<file path="config.mk">
export PLATFORM = sky130hd
export DESIGN_NAME = video_timing
export DESIGN_NICKNAME = d
export VERILOG_FILES = /design/src/rtl/video_timing_pkg.sv /design/src/rtl/vt_axis.sv /design/src/rtl/video_timing.sv
export SDC_FILE = /design/constraint.sdc
export NUM_CORES = 1
export LEC_CHECK = 0
export CORE_ASPECT_RATIO = 1.75
export CORE_MARGIN = 10
export CORE_UTILIZATION = 49
export DETAILED_ROUTE_END_ITERATION = 7
export HOLD_SLACK_MARGIN = 0.05
export PLACE_DENSITY = 0.79
export SYNTH_ARGS = -nofsm -noshare
export SYNTH_HDL_FRONTEND = slang
export SYNTH_SLANG_ARGS = --single-unit
</file>
<file path="constraint.sdc">
create_clock -name C -period 2.15 [get_ports C]
set_clock_uncertainty 0.05 [all_clocks]
set_input_delay 0.3225 -clock C [delete_from_list [all_inputs] [get_ports C]]
set_output_delay 0.3225 -clock C [all_outputs]
set_load 0.1 [all_outputs]
</file>
<file path="src/rtl/video_timing_pkg.sv">
// video_timing_pkg: shared constants and types for the raster timing generator.
// Default timing is a 64 x 312 character raster with a 48 x 256 visible area.
package video_timing_pkg;

  localparam int COL_W = 7;
  localparam int ROW_W = 9;

  localparam int H_TOTAL_DEF  = 64;
  localparam int H_VIS_DEF    = 48;
  localparam int HS_START_DEF = 52;
  localparam int HS_LEN_DEF   = 5;
  localparam int V_TOTAL_DEF  = 312;
  localparam int V_VIS_DEF    = 256;
  localparam int VS_START_DEF = 270;
  localparam int VS_LEN_DEF   = 4;

  // Sync pulses are active-high on this display path.
  typedef enum logic {
    SYNC_POS = 1'b0,
    SYNC_NEG = 1'b1
  } sync_pol_e;

  localparam sync_pol_e SYNC_POL = SYNC_POS;

endpackage

</file>
<file path="src/rtl/vt_axis.sv">
// vt_axis: one raster axis. Wrap counter with registered blank and sync window
// decodes, both taken from the next count so they line up with count_o.
// wrap_nxt_o is the combinational wrap condition used to step the next axis.
module vt_axis #(
  parameter int W = 7
) (
  input  logic         clk_i,
  input  logic         rst_i,
  input  logic         step_i,
  input  logic [W-1:0] term_i,
  input  logic [W-1:0] blank_start_i,
  input  logic [W-1:0] sync_start_i,
  input  logic [W-1:0] sync_last_i,
  output logic [W-1:0] count_o,
  output logic         wrap_nxt_o,
  output logic         wrap_o,
  output logic         blank_o,
  output logic         sync_o
);

  logic [W-1:0] count_q, count_d;
  logic         wrap_q, blank_q, sync_q;
  logic         blank_d, sync_d;

  // Next count and window decodes of that next count.
  always_comb begin
    wrap_nxt_o = step_i && (count_q == term_i);
    count_d    = count_q;
    if (step_i) begin
      count_d = wrap_nxt_o ? '0 : count_q + W'(1);
    end
    blank_d = (count_d >= blank_start_i);
    sync_d  = (count_d >= sync_start_i) && (count_d <= sync_last_i);
  end

  // Count, wrap strobe and decodes all register together.
  always_ff @(posedge clk_i or posedge rst_i) begin
    if (rst_i) begin
      count_q <= '0;
      wrap_q  <= 1'b0;
      blank_q <= 1'b0;
      sync_q  <= 1'b0;
    end else begin
      count_q <= count_d;
      wrap_q  <= wrap_nxt_o;
      blank_q <= blank_d;
      sync_q  <= sync_d;
    end
  end

  assign count_o = count_q;
  assign wrap_o  = wrap_q;
  assign blank_o = blank_q;
  assign sync_o  = sync_q;

endmodule

</file>
<file path="src/rtl/video_timing.sv">
// video_timing: column/row raster timing from the prescaler carry strobe.
// Optional frame interrupt: define VIDEO_FRAME_IRQ_EN to build the IRQ/IACK
// handshake; otherwise IRQ is tied low and IACK is ignored.
module video_timing
  import video_timing_pkg::*;
#(
  parameter int H_TOTAL  = H_TOTAL_DEF,
  parameter int H_VIS    = H_VIS_DEF,
  parameter int HS_START = HS_START_DEF,
  parameter int HS_LEN   = HS_LEN_DEF,
  parameter int V_TOTAL  = V_TOTAL_DEF,
  parameter int V_VIS    = V_VIS_DEF,
  parameter int VS_START = VS_START_DEF,
  parameter int VS_LEN   = VS_LEN_DEF
) (
  input  logic             C,
  input  logic             R,
  input  logic             TICK,
  input  logic             EN,
  output logic [COL_W-1:0] COL,
  output logic [ROW_W-1:0] ROW,
  output logic             HBLANK,
  output logic             VBLANK,
  output logic             HSYNC,
  output logic             VSYNC,
  output logic             LEND,
  output logic             FEND,
  output logic             IRQ,
  input  logic             IACK
);

  if (H_TOTAL < 4 || H_TOTAL > 128) begin : g_bad_h_total
    $error("video_timing: H_TOTAL out of range");
  end
  if (H_VIS >= HS_START || HS_LEN < 1 || HS_START + HS_LEN > H_TOTAL) begin : g_bad_h_win
    $error("video_timing: horizontal window parameters inconsistent");
  end
  if (V_TOTAL < 4 || V_TOTAL > 512) begin : g_bad_v_total
    $error("video_timing: V_TOTAL out of range");
  end
  if (V_VIS < 1 || V_VIS >= VS_START || VS_LEN < 1 || VS_START + VS_LEN > V_TOTAL) begin : g_bad_v_win
    $error("video_timing: vertical window parameters inconsistent");
  end

  logic advance;
  logic col_wrap_nxt;
  logic unused_row_wrap_nxt;
  logic hs_raw, vs_raw;

  assign advance = EN & TICK;

  vt_axis #(.W(COL_W)) u_col (
    .clk_i        (C),
    .rst_i        (R),
    .step_i       (advance),
    .term_i       (COL_W'(H_TOTAL - 1)),
    .blank_start_i(COL_W'(H_VIS)),
    .sync_start_i (COL_W'(HS_START)),
    .sync_last_i  (COL_W'(HS_START + HS_LEN - 1)),
    .count_o      (COL),
    .wrap_nxt_o   (col_wrap_nxt),
    .wrap_o       (LEND),
    .blank_o      (HBLANK),
    .sync_o       (hs_raw)
  );

  // Row steps only on the advance that wraps the column; its wrap is frame end.
  vt_axis #(.W(ROW_W)) u_row (
    .clk_i        (C),
    .rst_i        (R),
    .step_i       (col_wrap_nxt),
    .term_i       (ROW_W'(V_TOTAL - 1)),
    .blank_start_i(ROW_W'(V_VIS)),
    .sync_start_i (ROW_W'(VS_START)),
    .sync_last_i  (ROW_W'(VS_START + VS_LEN - 1)),
    .count_o      (ROW),
    .wrap_nxt_o   (unused_row_wrap_nxt),
    .wrap_o       (FEND),
    .blank_o      (VBLANK),
    .sync_o       (vs_raw)
  );

  assign HSYNC = hs_raw ^ (SYNC_POL == SYNC_NEG);
  assign VSYNC = vs_raw ^ (SYNC_POL == SYNC_NEG);

`ifdef VIDEO_FRAME_IRQ_EN
  logic irq_q, irq_d, irq_set;

  // Set at entry to vertical blanking; acknowledge clears, set has priority.
  always_comb begin
    irq_set = col_wrap_nxt && (ROW == ROW_W'(V_VIS - 1));
    irq_d   = irq_q;
    if (irq_set) begin
      irq_d = 1'b1;
    end else if (IACK) begin
      irq_d = 1'b0;
    end
  end

  // Interrupt request flop.
  always_ff @(posedge C or posedge R) begin
    if (R) begin
      irq_q <= 1'b0;
    end else begin
      irq_q <= irq_d;
    end
  end

  assign IRQ = irq_q;
`else
  logic unused_iack;
  assign unused_iack = IACK;
  assign IRQ = 1'b0;
`endif

endmodule

</file>
# After elaboration in Yosys (flattened, before gate mapping)
# Cells that the tools add are included.
# W data, S select, Z words.
# totals
register_bits	22
latchBits	0
ram_bits	0
romBits	0
in_bits	5
output_inout_bits	23
word_cells	27
n_memories	0
# classes
n_addsub	2
multipliers	0
div_mod_pow	0
magnitude_cmp	6
n_eq_ne	2
shift	0
mux	4
bitwise_logic	1
reduce_logical	4
# ops
operator	count
$ge A9 B9 Y1 const B	2
$mux W9	2
$ge A7 B6 Y1 const B	2
$mux W7	2
$add A9 B1 Y9 const B	1
$eq A9 B9 Y1 const B	1
$le A9 B9 Y1 const B	1
$add A7 B1 Y7 const B	1
$eq A7 B6 Y1 const B	1
$le A7 B6 Y1 const B	1
$logic_and A1 B1 Y1	4
$and A1 B1 Y1	1

# Longest topological paths before layout
# Gate-level depths: netlist (run 1).
# depth
word_depth	7
depth_mapped	8
ltp_nobuf	7

# Modules after synthesis
# Synthesis (run 1) repeated with hierarchy kept, for this count alone.
# unflattened
cells_unflattened	265
hier_area_um2	2289.7
# modules_own_cells
module	n_inst	cells_per_inst	area_per_inst_um2	seq_area_each_um2
vt_axis (u_row)	1	150	1283.7	300.3
vt_axis (u_col)	1	111	984.7	250.2
video_timing	1	4	21.3	0.0

# Worst setup path before layout (run 1)
# OpenSTA, ideal clock, no wires.
# synth_path
path_type	register to register
startpoint	register u_col.count_q[0] (netlist: u_col.count_o[0])
endpoint	register u_row.sync_q (netlist: u_row.sync_o)
setup_ps	123
t_arrival_ps	2515
t_required_ps	1977
path_slack_ps	-538
path_stages_with_launch	9
n_path_buf	1
period_less_slack_ps	2688
path_cell_list	dfrtp_1 > ha_1 > nand2_4 > nor3_4 > buf_6 > mux2i_1 > nor2_2 > and4_1 > o221a_1
# synth_between
elab_chain_len	7
elab_cells_between_ends	8
classes_between	order compare (2); eq/ne (1); mux (2); reduce/logical (3)
# synth_rtl
item	line_no	rtl
start, declared	vt_axis.sv:21	logic [W-1:0] count_q, count_d;
start signal, assigned	vt_axis.sv:44	count_q <= count_d;
$eq A7 B6 Y1 (*)	vt_axis.sv:27	wrap_nxt_o = step_i && (count_q == term_i);
$logic_and A1 B1 Y1 (*)	vt_axis.sv:27	
net col_wrap_nxt	video_timing.sv:46	logic col_wrap_nxt;
$logic_and A1 B1 Y1	vt_axis.sv:27	
$mux W9	vt_axis.sv:30	count_d = wrap_nxt_o ? '0 : count_q + W'(1);
$mux W9 (*)	vt_axis.sv:29	if (step_i) begin
net u_row.count_d[1]	vt_axis.sv:21	
$ge A9 B9 Y1 or $le A9 B9 Y1 (tied branches)	vt_axis.sv:33	sync_d = (count_d >= sync_start_i) && (count_d <= sync_last_i);
$logic_and A1 B1 Y1 (*)	vt_axis.sv:33	
net u_row.sync_d	vt_axis.sv:23	logic blank_d, sync_d;
end signal, assigned	vt_axis.sv:47	sync_q <= sync_d;
end, declared	vt_axis.sv:22	logic wrap_q, blank_q, sync_q;
# Mark *: on every way through the listed nets, which the timed path passes. The rest lies on a longest branch.

# Worst setup path in the final report (run 1)
# layout_path
startpoint	input TICK
endpoint	register u_row.sync_q (netlist: u_row.sync_o)
# layout_between
elab_chain_len	7
elab_cells_between_ends	8
classes_between	order compare (2); mux (2); bitwise (1); reduce/logical (3)
# layout_rtl
item	line_no	rtl
start, declared	video_timing.sv:18	input logic TICK,
$and A1 B1 Y1 (*)	video_timing.sv:50	assign advance = EN & TICK;
$logic_and A1 B1 Y1 (*)	vt_axis.sv:27	
$logic_and A1 B1 Y1	vt_axis.sv:27	
$mux W9	vt_axis.sv:30	
$mux W9 (*)	vt_axis.sv:29	
net u_row.count_d[1]	vt_axis.sv:21	
$ge A9 B9 Y1 or $le A9 B9 Y1 (tied branches)	vt_axis.sv:33	
$logic_and A1 B1 Y1 (*)	vt_axis.sv:33	
net u_row.sync_d	vt_axis.sv:23	
# Marked as above.

==> results of run 1 <==
-- layer usage --
layer / track usage (%) / wire length, microns / part of all wire, %
met4: 7.30 / 82 / 2.8
met5: 0 / 0 / 0
met1: 10.6 / 1070 / 37
met2: 21.9 / 1580 / 55
met3: 3.40 / 152 / 5.3
-- power breakdown --
| part | switching, mW | leakage [nW] | internal, mW | total (mW) |
|---|---|---|---|---|
| sequential | 0.0836 | 0.276 | 0.471 | 0.554 |
| combinational | 0.419 | 0.465 | 0.149 | 0.568 |
| clock | 0.137 | 0.0357 | 0.249 | 0.386 |
| total | 0.640 | 0.776 | 0.868 | 1.51 |
-- worst max-delay path: cells and delay by family --
| family | cells | cell delay [ps] |
|---|---|---|
| simple gates | 5 | 1050 |
| compound gates | 1 | 230 |
| buf+inv | 1 | 560 |
-- layout make-up --
class	instances	area, sq um	area share [%]
timing repair buffer	39	300	18.4
tap	25	31.3	1.92
inverter	4	15.0	0.921
sequential	22	582	35.7
multi-input combinational	78	631	38.7
clock inverter	1	30.0	1.84
clock buffer	3	41.3	2.53
-- per-stage QoR --
stage,setup TNS (ps),std cells,cell area [sq um]
floorplan,0,107,1250
global placement,-278,165,1530
detailed placement,-411,165,1530
CTS,0,169,1600
global route,0,172,1630
finish,0,172,1630
-- cells by family after synthesis --
logic type | count (synthesis) | share of synthesized area (%)
other | 1 | 0.312
adders and majority gates | 2 | 2.08
muxes | 4 | 3.43
and+or+nand+nor | 50 | 31.2
AOI/OAI and AO/OA | 12 | 7.28
xor gates and xnor gates | 9 | 6.55
DFF | 22 | 45.7
buffers and inverters | 7 | 3.43
-- synth_stat cells, drive strengths merged (2+ instances only) --
master  instances  area, sq um
nor3            4         36.3
nor2           11         48.8
nand4b          2         23.8
buf             3         26.3
and3            3         20.0
ha              2         25.0
inv             4         15.0
nand3           8         62.6
o21ai           4         20.0
nand2           9         41.3
xor2            3         26.3
mux2i           3         30.0
and4            2         18.8
dfrtp          22          551
nor4            4         67.6
xnor2           6         52.6
a21o            2         15.0
-- flip-flops by register name, indices dropped and copies added, names as in the netlist --
signal,count
u_row.sync_o,1
u_col.count_o,7
u_col.wrap_o,1
u_col.sync_o,1
u_col.blank_o,1
u_row.wrap_o,1
u_row.blank_o,1
u_row.count_o,9
-- timing repair --
action                                  in CTS  in global routing
gates resized for setup                      0                  2
setup buffers                                0                  3
endpoints found under the setup margin       0                  2
-- worst max path at each step --
stage	slack (ps)	depth (start not counted)	start	endpoint
2_1_floorplan	20	8	u_col.count_o[0]	u_row.sync_o
3_3_place_gp	-160	7	EN	u_col.sync_o
3_5_place_dp	-240	7	TICK	u_col.sync_o
4_1_cts	10	7	u_col.count_o[0]	u_col.sync_o
5_1_grt	0.3	7	u_row.count_o[0]	u_row.sync_o
6_report	100	7	TICK	u_row.sync_o
==> summary.md, run 1 <==
| Metric | Value |
|---|---|
| Status | `completed` |
| Gpl congestion | `slightly above 0.8` |
| Final slew viol count | `0` |
| Mapped Nets | `between 100 and 150` |
| Clock Path Buffers | `2` |
| Yosys warns | `0` |
| Power Density | `between 900 and 1000 nW/um^2` |
| First-pass GRT wire length | `approximately 4700 microns` |
| Most common cell after layout, fill and taps aside | `buf_4` |
| First-pass iteration count of the detailed router | `5` |
| CP Max Fanout | `8` |
| Final WL | `a little under 3000 microns` |
| Vias in the first global route | `between 1000 and 1500` |
| Pleak | `0.776 nW` |
| Clock Latency Late Sink | `between 200 and 300 ps` |
| Clock transition time at the flip-flop clock pins of the worst setup and hold paths | `approximately 80 ps` |
| Syn Std Cell Area | `1200 sq um` |
| Fmax | `slightly below 500 MHz` |
| Seq cells post-synth | `22` |
| Commonest non-fill, non-tap cells in the layout | `buf_4, dfrtp_2, nand2_1, nor2_1, dfrtp_1` |
| Reg-to-reg slack, setup | `approximately 110 ps` |
| Async SR Flop Fraction | `100%` |
| Sequential area share after synthesis | `45.7%` |
| CP required | `around 2300 ps` |
| Largest net degree at the start of global routing | `23` |
| CP endpoint kind | `flop` |
| Total core area | `2330 sq um` |
| Final min period | `2050 ps` |
| Rows | `23` |
| Unrepaired setup endpoints after global routing | `false` |
| CP arrival | `about 2200 ps` |
| Clock root cell | `clkbuf_8` |
| PortBufs | `25` |
| Unique cell type count in the Yosys netlist | `43` |
| Reg2Reg Launch Point | `u_col.count_o[0]` |
| Number of nets still failing antenna checks after routing | `0` |
| Post-route setup slack | `roughly 95 ps` |
| Pre-CTS setup slack | `-236 ps` |
| Setup-failing EPs final | `0` |
| Crit path cell chain | `clkdlybuf4s50_1 > nand3_4 > nor3_4 > and3_2 > nor2_2 > and4_1 > o221a_1` |
| Max-cap violation count | `0` |
| R2R cell count | `7` |
| Share of cells above drive strength 1 | `52.4%` |
| Area Overhead vs Synth | `35.4%` |
| IO Count | `28` |
| Max stage delay on crit path | `between 500 and 600 ps` |
| Syn Area/Cell | `~11 sq um` |
| Fin nets | `155` |
| Synth Flop Type | `dfrtp_1` |
| Die X | `approximately 57 microns` |
| Via Count | `approximately 950` |
| Worst min path class | `in2async` |
| # diodes | `0` |
| CTS tree | `built` |
| Critical path type | `in2reg` |
| Peak VDD IR | `between 0.001 and 0.0015 V` |
| Die height | `approximately 86 microns` |
| Crit Reg-Reg Endpoint | `u_row.sync_o` |
| Hold buffer count at CTS | `0` |
| Overall power | `approximately 1.5 mW` |
| DRC | `0` |
| Final Hold Violating Endpoints | `0` |
| Vias/cell | `about 5.5` |
| Final period util | `~96%` |
| All-layer global routing usage | `approximately an eighth` |
| Filler Cell Count | `165` |
| Initial DRC count | `19` |
| Worst path slowest cell | `clkdlybuf4s50_1` |
| Total gr overflow | `0` |
| Initial antenna violation count | `0` |
| Number of synthesized flops with an enable pin | `0` |
| Die Area | `about 4900 sq um` |
| Initial core utilization | `51.6%` |
| Hold_ws | `about 320 ps` |
| Post-DR wirelength/cell | `~17 microns` |
| Post-layout util | `around 70%` |
| Gate Count Post-Synth | `107` |
| Detailed Place HPWL | `2140 microns` |
| H-tree depth | `1` |
| Cts bufs inserted | `3` |
| Number of clock sinks | `22` |
| Startpoint types | `input port` |
Note: power is estimated with default switching activity, not from simulation.
==> inputs of run 2 (changes only) <==
- CORE_UTILIZATION: 49 -> 51
- GPL_TIMING_DRIVEN: default -> 0
- PLACE_DENSITY: 0.79 -> 0.74
- SYNTH_HIERARCHICAL: default -> 1
==> run 2 against run 1 <==
The flow now finishes with violations (setup timing). First-iteration DRC count grew to 2.5 times the previous value. Die area grew 56%. Synthesized cell count grew 150%. Worst setup slack lost 810 ps. Critical endpoint is now u_row/sync_o. Largest cell class unchanged. Highest routed layer unchanged.
==> summary.md, run 2 <==
| Metric | Value |
|---|---|
| Status | `finished with violations` |
| Violated checks | `setup timing` |
| Die height | `109 microns (+27%)` |
| Worst min path class | `in2async` |
| Cts bufs inserted | `3 (unchanged)` |
| Synth Flop Type | `dfrtp_1` |
| Gpl congestion | `0.868 (+6.7%)` |
| Area leader, netlist | `ha_1` |
| Hold buffer count at CTS | `0 (unchanged)` |
| Clock Path Buffers | `2 (unchanged)` |
| Die X | `70.7 microns (+23%)` |
| Total core area | `4360 sq um (+87%)` |
| Worst-Margin Slew | `~1000 ps` |
| Syn Area/Cell | `8.64 sq um (-23%)` |
| Vias/cell | `4.81 (-13%)` |
| Initial core utilization | `52.5% (+0.83 points)` |
| Max stage delay on crit path | `500 ps (-60 ps)` |
| Overall power | `1.94 mW (+29%)` |
| Clock root cell | `clkbuf_8` |
| Sequential area share after synthesis | `24.0% (-22 points)` |
| Startpoint types | `flop` |
| Setup-failing EPs final | `3 (+3)` |
| PortBufs | `25 (unchanged)` |
| Post-route setup slack | `-711 ps (-806 ps)` |
| Number of nets still failing antenna checks after routing | `0 (unchanged)` |
| # diodes | `0 (unchanged)` |
| CTS tree | `built` |
| CP endpoint kind | `flop` |
| Syn Std Cell Area | `2290 sq um (+90%)` |
| Most frequent cells after synthesis | `ha_1, inv_1, nor2_1` |
| Initial DRC count | `48 (+29)` |
| CP Max Fanout | `6 (-2)` |
| Most area-consuming cells after synthesis | `ha_1, dfrtp_1, inv_1` |
| Gate Count Post-Synth | `265 (+150%)` |
| Pleak | `1.73 nW (+120%)` |
| Fin cells | `423 (+150%)` |
| Yosys warns | `6 (+6)` |
| Post-DR wirelength/cell | `12.3 microns (-27%)` |
| First-pass GRT wire length | `9180 microns (+95%)` |
| Metal2 WL | `3040 microns (+92%)` |
| Clock Latency Late Sink | `260 ps (about the same)` |
| Die Area | `7680 sq um (+56%)` |
| Area Overhead vs Synth | `39.8%` |
| Number of clock sinks | `22 (unchanged)` |
| Clock transition time at the flip-flop clock pins of the worst setup and hold paths | `80 ps (about the same)` |
| Buf+Inv Stages, Crit Path | `1 (unchanged)` |
| Filler Cell Count | `360 (+120%)` |
| Total gr overflow | `0 (unchanged)` |
| Cell with the most instances after synthesis | `ha_1` |
| Peak VDD IR | `0.000873 V (-22%)` |
| H-tree depth | `1 (unchanged)` |
| Unique cell type count in the Yosys netlist | `39 (-9.3%)` |
| Final period util | `133% (+37 points)` |
| Final slew viol count | `0 (unchanged)` |
| Crit path cell chain | `xnor2_2 > nand4_1 > nor2_4 > buf_6 > nand4_1 > nor2_1 > xnor2_1 > nor2_2 > ha_1 > a211o_1 > a211o_1 > a32oi_1` |
| Crit-path leading delay family | `simple AND/OR/NAND/NOR gates` |
| Top Metal Used | `met4` |
| Detailed Place HPWL | `4090 microns (+91%)` |
| Power Density | `606 nW/um^2 (-34%)` |
| Commonest non-fill, non-tap cells in the layout | `conb_1, inv_1, ha_1` |
| Fmax | `350 MHz (-28%)` |
| First-pass iteration count of the detailed router | `4 (-1)` |
| Final WL | `5190 microns (+80%)` |
| Most common cell after layout, fill and taps aside | `conb_1` |
| CP required | `2280 ps (+20 ps)` |
| Post-placement cell count | `404 (+140%)` |
| CP arrival | `2990 ps (+830 ps)` |
| Vias in the first global route | `2107 (+100%)` |
| Worst path slowest cell | `dfrtp_4` |
| Met3 WL | `235 microns (+55%)` |
| Seq cells post-synth | `22 (unchanged)` |
| Via Count | `2033 (+120%)` |
| Share of cells above drive strength 1 | `19.4% (-33 points)` |
| Slew headroom | `between 30 and 40%` |
| M1 wire length | `1750 microns (+64%)` |
| Critical path type | `reg2reg` |
| Rows | `32 (+39%)` |
| Final min period | `2860 ps (+806 ps)` |
| Yosys top cell area share | `27.3% (-18 points)` |
| Fin nets | `428 (+180%)` |
| Initial antenna violation count | `0 (unchanged)` |
| IO Count | `28 (unchanged)` |
| All-layer global routing usage | `14.4% (+2.6 points)` |
| Number of synthesized flops with an enable pin | `0 (unchanged)` |
| Largest net degree at the start of global routing | `13 (-43%)` |
| Max-cap violation count | `0 (unchanged)` |
| Unrepaired setup endpoints after global routing | `true` |
| Largest register FFs | `9 (unchanged)` |
| Async SR Flop Fraction | `100% (unchanged)` |
| Final Hold Violating Endpoints | `0 (unchanged)` |
| DRC | `0 (unchanged)` |
==> run 2: cell count changes after synthesis, moves of 5 or more <==
cell	change
nand2_1	+6
nand4_1	+11
inv_1	+43
ha_1	+48
o21ai_0	+5
a21oi_1	+14
nor2_1	+15
xor2_1	+5
xnor2_1	+13
==> run 2: per-layer routing <==
layer | vias to the layer above | track usage, %
li1 | 1049 | -
met1 | 938 | 13.0
met2 | 31 | 29.3
met3 | 15 | 2.64
met4 | 0 | 6.94
met5 | - | 0
==> run 2: cell families after synthesis <==
kind of cell	after synthesis	synth area share, %
buffers and inverters	49	8.25
AOI/OAI and AO/OA	41	11.2
adders and majority gates	50	27.3
DFF	22	24.0
xor gates and xnor gates	28	11.0
muxes	3	1.37
other	2	0.328
and+or+nand+nor	70	16.4
==> run 2: cell type report <==
| cell class | count | area, sq um | area share, % |
|---|---|---|---|
| Timing Repair Buffer | 40 | 347 | 10.8 |
| Clock buffer | 4 | 45.0 | 1.41 |
| Sequential cell | 22 | 598 | 18.7 |
| Tap cell | 51 | 63.8 | 1.99 |
| Multi-Input combinational cell | 257 | 1950 | 61.0 |
| Buffer | 2 | 18.8 | 0.586 |
| Inverter | 47 | 176 | 5.51 |
==> run 2: repair_timing <==
action | in CTS | in global routing
setup endpoints to repair | 28 | 6
gates resized for setup | 42 | 6
buffers inserted | 13 | 3
endpoints found under the hold margin | 0 | 0
pin swaps | 20 | 6
==> run 2: worst paths after layout <==
check / from / endpoint / slack [ps] / cells after the start
worst max-delay path: u_col/count_o[6] / u_row/sync_o / -710 / 12
worst min-delay path: R / u_col/wrap_o / 320 / 2
worst max register to register: u_col/count_o[6] / u_row/sync_o / -710 / 12
worst min register to register: u_row/count_o[0] / u_row/count_o[0] / 500 / 1
max in group asynchronous: R / u_row/count_o[8] / 1350 / 2
min in group C: u_row/count_o[0] / u_row/count_o[0] / 500 / 1
==> run 2: report_power, final <==
part	switching [mW]	internal, mW	leakage (nW)
Clock	0.137	0.132	0.0228
Sequential	0.0914	0.491	0.273
Combinational	0.741	0.349	1.43
Total	0.969	0.972	1.73
==> run 2: stage by stage <==
step | TNS (ps) | util (%) | setup slack, ps | hold WS (ps) | cell area, sq um
after floorplan | -727 | - | -484 | 113 | 2630
after global placement | -6690 | 67.5 | -1300 | 495 | 2950
after detailed placement | -6980 | 67.5 | -1320 | 494 | 2950
after CTS | -1290 | 72.3 | -658 | 319 | 3160
after global routing | -2000 | 73.3 | -873 | 361 | 3200
final | -1430 | 73.3 | -711 | 315 | 3200
